### src/rtl/writeback_regfile_if.sv
// Memory-to-writeback bus: memory-stage results and W controls in,
// W register contents, read data and program status back out.
interface writeback_regfile_if;
  logic        W_stall;
  logic        W_bubble;
  logic [2:0]  m_stat;
  logic [3:0]  m_icode;
  logic [63:0] m_valE;
  logic [63:0] m_valM;
  logic [3:0]  m_dstE;
  logic [3:0]  m_dstM;
  logic [3:0]  srcA;
  logic [3:0]  srcB;
  logic [63:0] rvalA;
  logic [63:0] rvalB;
  logic [2:0]  W_stat;
  logic [3:0]  W_icode;
  logic [3:0]  W_dstE;
  logic [3:0]  W_dstM;
  logic [63:0] W_valE;
  logic [63:0] W_valM;
  logic [2:0]  prog_stat;
  logic        halted;
  logic [63:0] retired;

  modport master (
    output W_stall, W_bubble, m_stat, m_icode, m_valE, m_valM, m_dstE, m_dstM, srcA, srcB,
    input  rvalA, rvalB, W_stat, W_icode, W_dstE, W_dstM, W_valE, W_valM, prog_stat, halted, retired
  );

  modport slave (
    input  W_stall, W_bubble, m_stat, m_icode, m_valE, m_valM, m_dstE, m_dstM, srcA, srcB,
    output rvalA, rvalB, W_stat, W_icode, W_dstE, W_dstM, W_valE, W_valM, prog_stat, halted, retired
  );
endinterface

### src/rtl/writeback_regfile.sv
// Y86-64 writeback stage: M/W pipeline register, 15 x 64-bit register file,
// sticky halt latch with terminating status, and retired-instruction counter.
//
// state    | meaning
// ST_RUN   | program running, AOK instructions commit to the register file
// ST_HALT  | non-AOK status reached writeback; W, registers and counter frozen
module writeback_regfile #(
  parameter int REG_COUNT = 15
) (
  input logic               clk,
  input logic               reset,
  writeback_regfile_if.slave wb
);
  localparam logic [2:0] STAT_AOK = 3'd1;
  localparam logic [3:0] RNONE    = 4'hF;
  localparam logic [3:0] I_NOP    = 4'h1;

  typedef enum logic {ST_RUN = 1'b0, ST_HALT = 1'b1} state_t;

  state_t      state, state_nxt;
  logic        we;
  logic [63:0] regs [REG_COUNT];

  assign wb.halted = (state == ST_HALT);
  assign we        = !wb.halted && (wb.W_stat == STAT_AOK);

  // W pipeline register: hold on stall or halt, bubble ahead of normal load
  always_ff @(posedge clk) begin
    if (reset || (!wb.W_stall && !wb.halted && wb.W_bubble)) begin
      wb.W_stat  <= STAT_AOK;
      wb.W_icode <= I_NOP;
      wb.W_dstE  <= RNONE;
      wb.W_dstM  <= RNONE;
      wb.W_valE  <= '0;
      wb.W_valM  <= '0;
    end else if (!wb.W_stall && !wb.halted) begin
      wb.W_stat  <= wb.m_stat;
      wb.W_icode <= wb.m_icode;
      wb.W_dstE  <= wb.m_dstE;
      wb.W_dstM  <= wb.m_dstM;
      wb.W_valE  <= wb.m_valE;
      wb.W_valM  <= wb.m_valM;
    end
  end

  // Register file write; port M is applied last so it wins on a shared destination
  always_ff @(posedge clk) begin
    if (reset) begin
      for (int i = 0; i < REG_COUNT; i++) regs[i] <= '0;
    end else if (we) begin
      if (wb.W_dstE != RNONE) regs[wb.W_dstE] <= wb.W_valE;
      if (wb.W_dstM != RNONE) regs[wb.W_dstM] <= wb.W_valM;
    end
  end

  // Unbypassed reads; decode forwards pending writes from the W outputs
  always_comb begin
    wb.rvalA = '0;
    wb.rvalB = '0;
    if (wb.srcA != RNONE) wb.rvalA = regs[wb.srcA];
    if (wb.srcB != RNONE) wb.rvalB = regs[wb.srcB];
  end

  // Count committed real instructions; NOPs and bubbles do not retire
  always_ff @(posedge clk) begin
    if (reset)                        wb.retired <= '0;
    else if (we && wb.W_icode != I_NOP) wb.retired <= wb.retired + 64'd1;
  end

  // Run/halt state register
  always_ff @(posedge clk) begin
    if (reset) state <= ST_RUN;
    else       state <= state_nxt;
  end

  // Any status other than AOK, including undefined codes, ends the program
  always_comb begin
    state_nxt = state;
    if (state == ST_RUN && wb.W_stat != STAT_AOK) state_nxt = ST_HALT;
  end

  // Capture the terminating status on the run-to-halt transition
  always_ff @(posedge clk) begin
    if (reset)                                     wb.prog_stat <= STAT_AOK;
    else if (state == ST_RUN && state_nxt == ST_HALT) wb.prog_stat <= wb.W_stat;
  end
endmodule
### src/flat_wrapper.sv
// flat-port wrapper written by rule: the top's interface ports become plain ports
module writeback_regfile_flat 
#(
  parameter int REG_COUNT = 15
)
  (clk, reset, wb_W_stall, wb_W_bubble, wb_m_stat, wb_m_icode, wb_m_valE, wb_m_valM, wb_m_dstE, wb_m_dstM, wb_srcA, wb_srcB, wb_rvalA, wb_rvalB, wb_W_stat, wb_W_icode, wb_W_dstE, wb_W_dstM, wb_W_valE, wb_W_valM, wb_prog_stat, wb_halted, wb_retired);
  writeback_regfile_if wb_i ();
  input logic clk;
  input logic reset;
  input wire logic [$bits(wb_i.W_stall)-1:0] wb_W_stall;
  input wire logic [$bits(wb_i.W_bubble)-1:0] wb_W_bubble;
  input wire logic [$bits(wb_i.m_stat)-1:0] wb_m_stat;
  input wire logic [$bits(wb_i.m_icode)-1:0] wb_m_icode;
  input wire logic [$bits(wb_i.m_valE)-1:0] wb_m_valE;
  input wire logic [$bits(wb_i.m_valM)-1:0] wb_m_valM;
  input wire logic [$bits(wb_i.m_dstE)-1:0] wb_m_dstE;
  input wire logic [$bits(wb_i.m_dstM)-1:0] wb_m_dstM;
  input wire logic [$bits(wb_i.srcA)-1:0] wb_srcA;
  input wire logic [$bits(wb_i.srcB)-1:0] wb_srcB;
  output wire logic [$bits(wb_i.rvalA)-1:0] wb_rvalA;
  output wire logic [$bits(wb_i.rvalB)-1:0] wb_rvalB;
  output wire logic [$bits(wb_i.W_stat)-1:0] wb_W_stat;
  output wire logic [$bits(wb_i.W_icode)-1:0] wb_W_icode;
  output wire logic [$bits(wb_i.W_dstE)-1:0] wb_W_dstE;
  output wire logic [$bits(wb_i.W_dstM)-1:0] wb_W_dstM;
  output wire logic [$bits(wb_i.W_valE)-1:0] wb_W_valE;
  output wire logic [$bits(wb_i.W_valM)-1:0] wb_W_valM;
  output wire logic [$bits(wb_i.prog_stat)-1:0] wb_prog_stat;
  output wire logic [$bits(wb_i.halted)-1:0] wb_halted;
  output wire logic [$bits(wb_i.retired)-1:0] wb_retired;
  assign wb_i.W_stall = wb_W_stall;
  assign wb_i.W_bubble = wb_W_bubble;
  assign wb_i.m_stat = wb_m_stat;
  assign wb_i.m_icode = wb_m_icode;
  assign wb_i.m_valE = wb_m_valE;
  assign wb_i.m_valM = wb_m_valM;
  assign wb_i.m_dstE = wb_m_dstE;
  assign wb_i.m_dstM = wb_m_dstM;
  assign wb_i.srcA = wb_srcA;
  assign wb_i.srcB = wb_srcB;
  assign wb_rvalA = wb_i.rvalA;
  assign wb_rvalB = wb_i.rvalB;
  assign wb_W_stat = wb_i.W_stat;
  assign wb_W_icode = wb_i.W_icode;
  assign wb_W_dstE = wb_i.W_dstE;
  assign wb_W_dstM = wb_i.W_dstM;
  assign wb_W_valE = wb_i.W_valE;
  assign wb_W_valM = wb_i.W_valM;
  assign wb_prog_stat = wb_i.prog_stat;
  assign wb_halted = wb_i.halted;
  assign wb_retired = wb_i.retired;
  writeback_regfile #(.REG_COUNT(REG_COUNT)) u_core (.clk(clk), .reset(reset), .wb(wb_i));
endmodule
### config.mk
export PLATFORM = sky130hd
export DESIGN_NAME = writeback_regfile_flat
export DESIGN_NICKNAME = d
export VERILOG_FILES = /design/src/rtl/writeback_regfile_if.sv /design/src/rtl/writeback_regfile.sv /design/src/flat_wrapper.sv
export SDC_FILE = /design/constraint.sdc
export NUM_CORES = 2
export LEC_CHECK = 0
export CELL_PAD_IN_SITES_DETAIL_PLACEMENT = 2
export CELL_PAD_IN_SITES_GLOBAL_PLACEMENT = 2
export CORE_UTILIZATION = 45
export CTS_CLUSTER_DIAMETER = 120
export DETAILED_ROUTE_END_ITERATION = 10
export HOLD_SLACK_MARGIN = 0.05
export PLACE_DENSITY = 0.88
export SYNTH_ARGS = -nofsm -noshare
export SYNTH_HDL_FRONTEND = slang
export SYNTH_SLANG_ARGS = --single-unit
### constraint.sdc
create_clock -name clk -period 16.5 [get_ports clk]
set_clock_uncertainty 0.1 [all_clocks]
set_input_delay 1.65 -clock clk [delete_from_list [all_inputs] [get_ports clk]]
set_output_delay 1.65 -clock clk [all_outputs]
set_load 0.05 [all_outputs]
==> flow_metrics.py <==
metrics = {
    "cells_and_area": {
        "synthToLayoutAreaGrowth_pct": 15.53,
        "finalNonFillerCells": 6630,
        "nNetsFinal": 4761,
        "fin_util_pct": 52.31,
        "drive_gt1_share_pct": 21.82,
        "fill_cells": 13030,
    },
    "pwr": {
        "p_per_area_nw_per_um2": 107.4,
        "p_seq_share_pct": 45.8,
        "cell_internal_pwr_mw": 5.791,
        "swShare_pct": 29.17,
        "p_total_mw": 8.176,
        "power.switching_mw": 2.385,
        "combPwrFrac_pct": 15.0,
        "p_leak_nw": 25.81,
        "p_clk_share_pct": 39.2,
        "max-vdd-ir-drop_mv": 0.1238,
    },
    "synthesis": {
        "syn_avg_cell_area_um2": 14.53,
        "synthCells": 4536,
        "synth-seq-area-share_pct": 53.06,
        "synth_cell_types": 49,
        "synth-edff-count": 1024,
        "async_reset_ff_share_pct": 0,
        "synth_most_common_cell": "edfxtp_1",
        "yosys.area.top_type": "edfxtp_1",
        "synth_top_area_share_pct": 46.65,
        "ys_seq_elements": 1235,
        "synthFlopType": "edfxtp_1",
        "syn_area_um2": 65920,
        "synth_common_cells": "1024 x edfxtp_1, 960 x a22o_1, 640 x mux4_2",
        "synth.area.top_cells": "edfxtp_1 47%, mux4_2 22%, a22o_1 13%, dfxtp_1 6.4%, clkbuf_1 2.9%",
        "yosys_warnings": 0,
    },
    "clocking": {
        "clk_latency_ns": 0.81,
        "cts-buffers-inserted": 140,
        "root_buffer": "clkbuf_16",
        "cts_hold_buf": 0,
        "cts_resized": 0,
        "clk_pin_slew_ns": 0.06,
        "cts_tree": "built",
        "post_cts_buffers": 0,
        "htreeDepth": 4,
        "clock-sinks": 1235,
        "clockBufferDepth": 3,
    },
    "min_path": {
        "hold_path.class": "flip-flop to flip-flop",
    },
    "detailed_routing": {
        "drt_iter0_drc": 8159,
        "wl_met1_um": 96630,
        "highest_layer": "met5",
        "drt_first_pass_iters": 6,
        "dr_total_vias": 51820,
        "remaining_drc_errors": 0,
        "routed_wirelength_um": 300400,
        "wl_met2_um": 139400,
        "route.met3.wl_um": 42960,
        "post_drt_wl_per_cell_um": 45.31,
        "antenna_left": 0,
        "viasPerCell": 7.817,
    },
    "floorplanning": {
        "ios": 494,
        "initial_core_util_pct": 45.28,
        "die_area_um2": 148000,
        "fp-row-count": 140,
        "coreArea_um2": 145600,
        "die_y_um": 384.7,
        "die_w_um": 384.7,
    },
    "setup_path": {
        "crit_type": "input pin to primary output",
        "worst-path-buf-inv": 4,
        "critPathMaxFanout": 49,
        "cpMaxStageDelayCell": "buf_4",
        "worstPathCellList": "buf_8 > buf_4 > buf_4 > mux4_2 > mux4_2 > nor2b_1 > clkdlybuf4s50_1",
        "slowest_delay_ns": 0.91,
        "worst_ep_required_time_ns": 14.75,
        "end_kind": "primary output",
        "cp_data_arrival_time_ns": 6.24,
        "start_kind": "input pin",
        "cp_top_family": "buffers and inverters",
        "ff2ff_setup_slack_ns": 10.68,
    },
    "timing": {
        "finalMaxSlewViolations": 22,
        "fmax_mhz": 125.1,
        "hold_slack_ns": 0.3861,
        "fin_crit_sh_pct": 48.43,
        "slew_headroom_pct": -0.2562,
        "worst_pin_slew_ns": 1.504,
        "min_period_ns": 7.991,
        "setup-tns-final_ns": 0,
        "finalSetupViolations": 0,
        "rsz0062_at_grt": "no",
        "hold_viol": 0,
    },
    "global_route": {
        "grt_pass1_vias": 54470,
        "gr-total-overflow": 0,
        "track_usage_pct": 40.23,
        "grt_max_degree": 129,
        "antenna_found_initial": 15,
        "grt_pass1_wl_um": 421000,
    },
    "placement": {
        "gp_congestion": 0.8187,
        "portBuffers": 493,
        "placed_cells": 6380,
        "dp_hpwl_um": 160300,
    },
    "job": {
        "drv_cap": 1,
    },
    "outcome": {
        "violations": "capacitance limit, slew limit",
        "run_status": "finished, violations left",
    },
}
[flip-flops by register name (all words and copies together), names as in the netlist]
signal               count
u_core.wb.W_dstM         4
u_core.wb.retired       64
u_core.wb.W_icode        4
u_core.wb.W_valM        64
u_core.regs           1024
u_core.wb.W_dstE         4
u_core.wb.halted         1
u_core.wb.W_stat         3
u_core.wb.W_valE        64
u_core.wb.prog_stat      3
[layout make-up]
| cell class | count | area (um2) | area share, % |
|---|---|---|---|
| sequential | 1235 | 34970 | 45.93 |
| multi-input combinational | 2606 | 28400 | 37.29 |
| timing repair buffer | 612 | 5853 | 7.686 |
| clock buffer | 188 | 3914 | 5.139 |
| tap | 1917 | 2399 | 3.150 |
| clock inverter | 61 | 576.8 | 0.7574 |
| inverter | 10 | 37.54 | 0.04929 |
| antenna | 1 | 2.502 | 0.003286 |
[through the flow]
step | setup WS [ns] | cell area, um2
6_report | 8.509 | 76150
2_1_floorplan | 8.983 | 66150
3_3_place_gp | 8.592 | 71660
4_1_cts | 8.457 | 76150
5_1_grt | 8.208 | 76150
3_5_place_dp | 8.502 | 71660
[tightest hold or removal path: stages (launching register included)]
cell     delay [ns]
dfxtp_1        0.31
o21ai_0        0.07
a21oi_1        0.06
[metal layers]
metal,track usage [%],vias up
li1,-,18490
met1,48.65,26590
met2,63.19,5282
met3,12.93,1442
met4,23.72,18
met5,0,-
[power by group through the flow]
stage,clock [mW],sequential (mW),combinational [mW]
after floorplan,0,3.73,0.738
after global placement,0,3.75,1.15
after detailed placement,0,3.78,1.18
after CTS,3.21,3.73,1.20
after global routing,3.30,3.75,1.24
final,3.21,3.74,1.22
[cell usage in the layout, fill, tap and decap left out, types with 120 or more instances in the layout]
| master | count |
|---|---|
| a21oi_1 | 169 |
| a22o_1 | 960 |
| buf_4 | 120 |
| clkbuf_16 | 148 |
| clkdlybuf4s50_1 | 484 |
| dfxtp_1 | 211 |
| edfxtp_1 | 1024 |
| mux4_2 | 640 |
| nand2_1 | 316 |
| nor2b_1 | 131 |
[cells by family (layout without fill, tap and decap cells)]
group,count (synthesis),count (layout),share of synthesized area [%]
AND/OR/NAND/NOR,692,692,5.347
multiplexers,641,641,21.88
adder cells (fa/ha/maj),1,1,0.01898
flip-flops,1235,1235,53.06
XOR/XNOR,30,30,0.3986
AO/OA/AOI/OAI,1178,1178,14.52
buffers and inverters,758,871,4.768
other,1,65,0.005689
[final timing paths]
kind / startpoint / to / cells after the start
worst max-delay path: wb_srcA[0] / wb_rvalA[54] / 7
worst min register to register: u_core.wb.prog_stat[2] / u_core.wb.prog_stat[2] / 2
worst max register to register: u_core.wb.W_stat[1] / u_core.regs[9][17] / 8
worst min-delay path: u_core.wb.prog_stat[2] / u_core.wb.prog_stat[2] / 2
No activity file was read; power rests on OpenSTA's default activity.
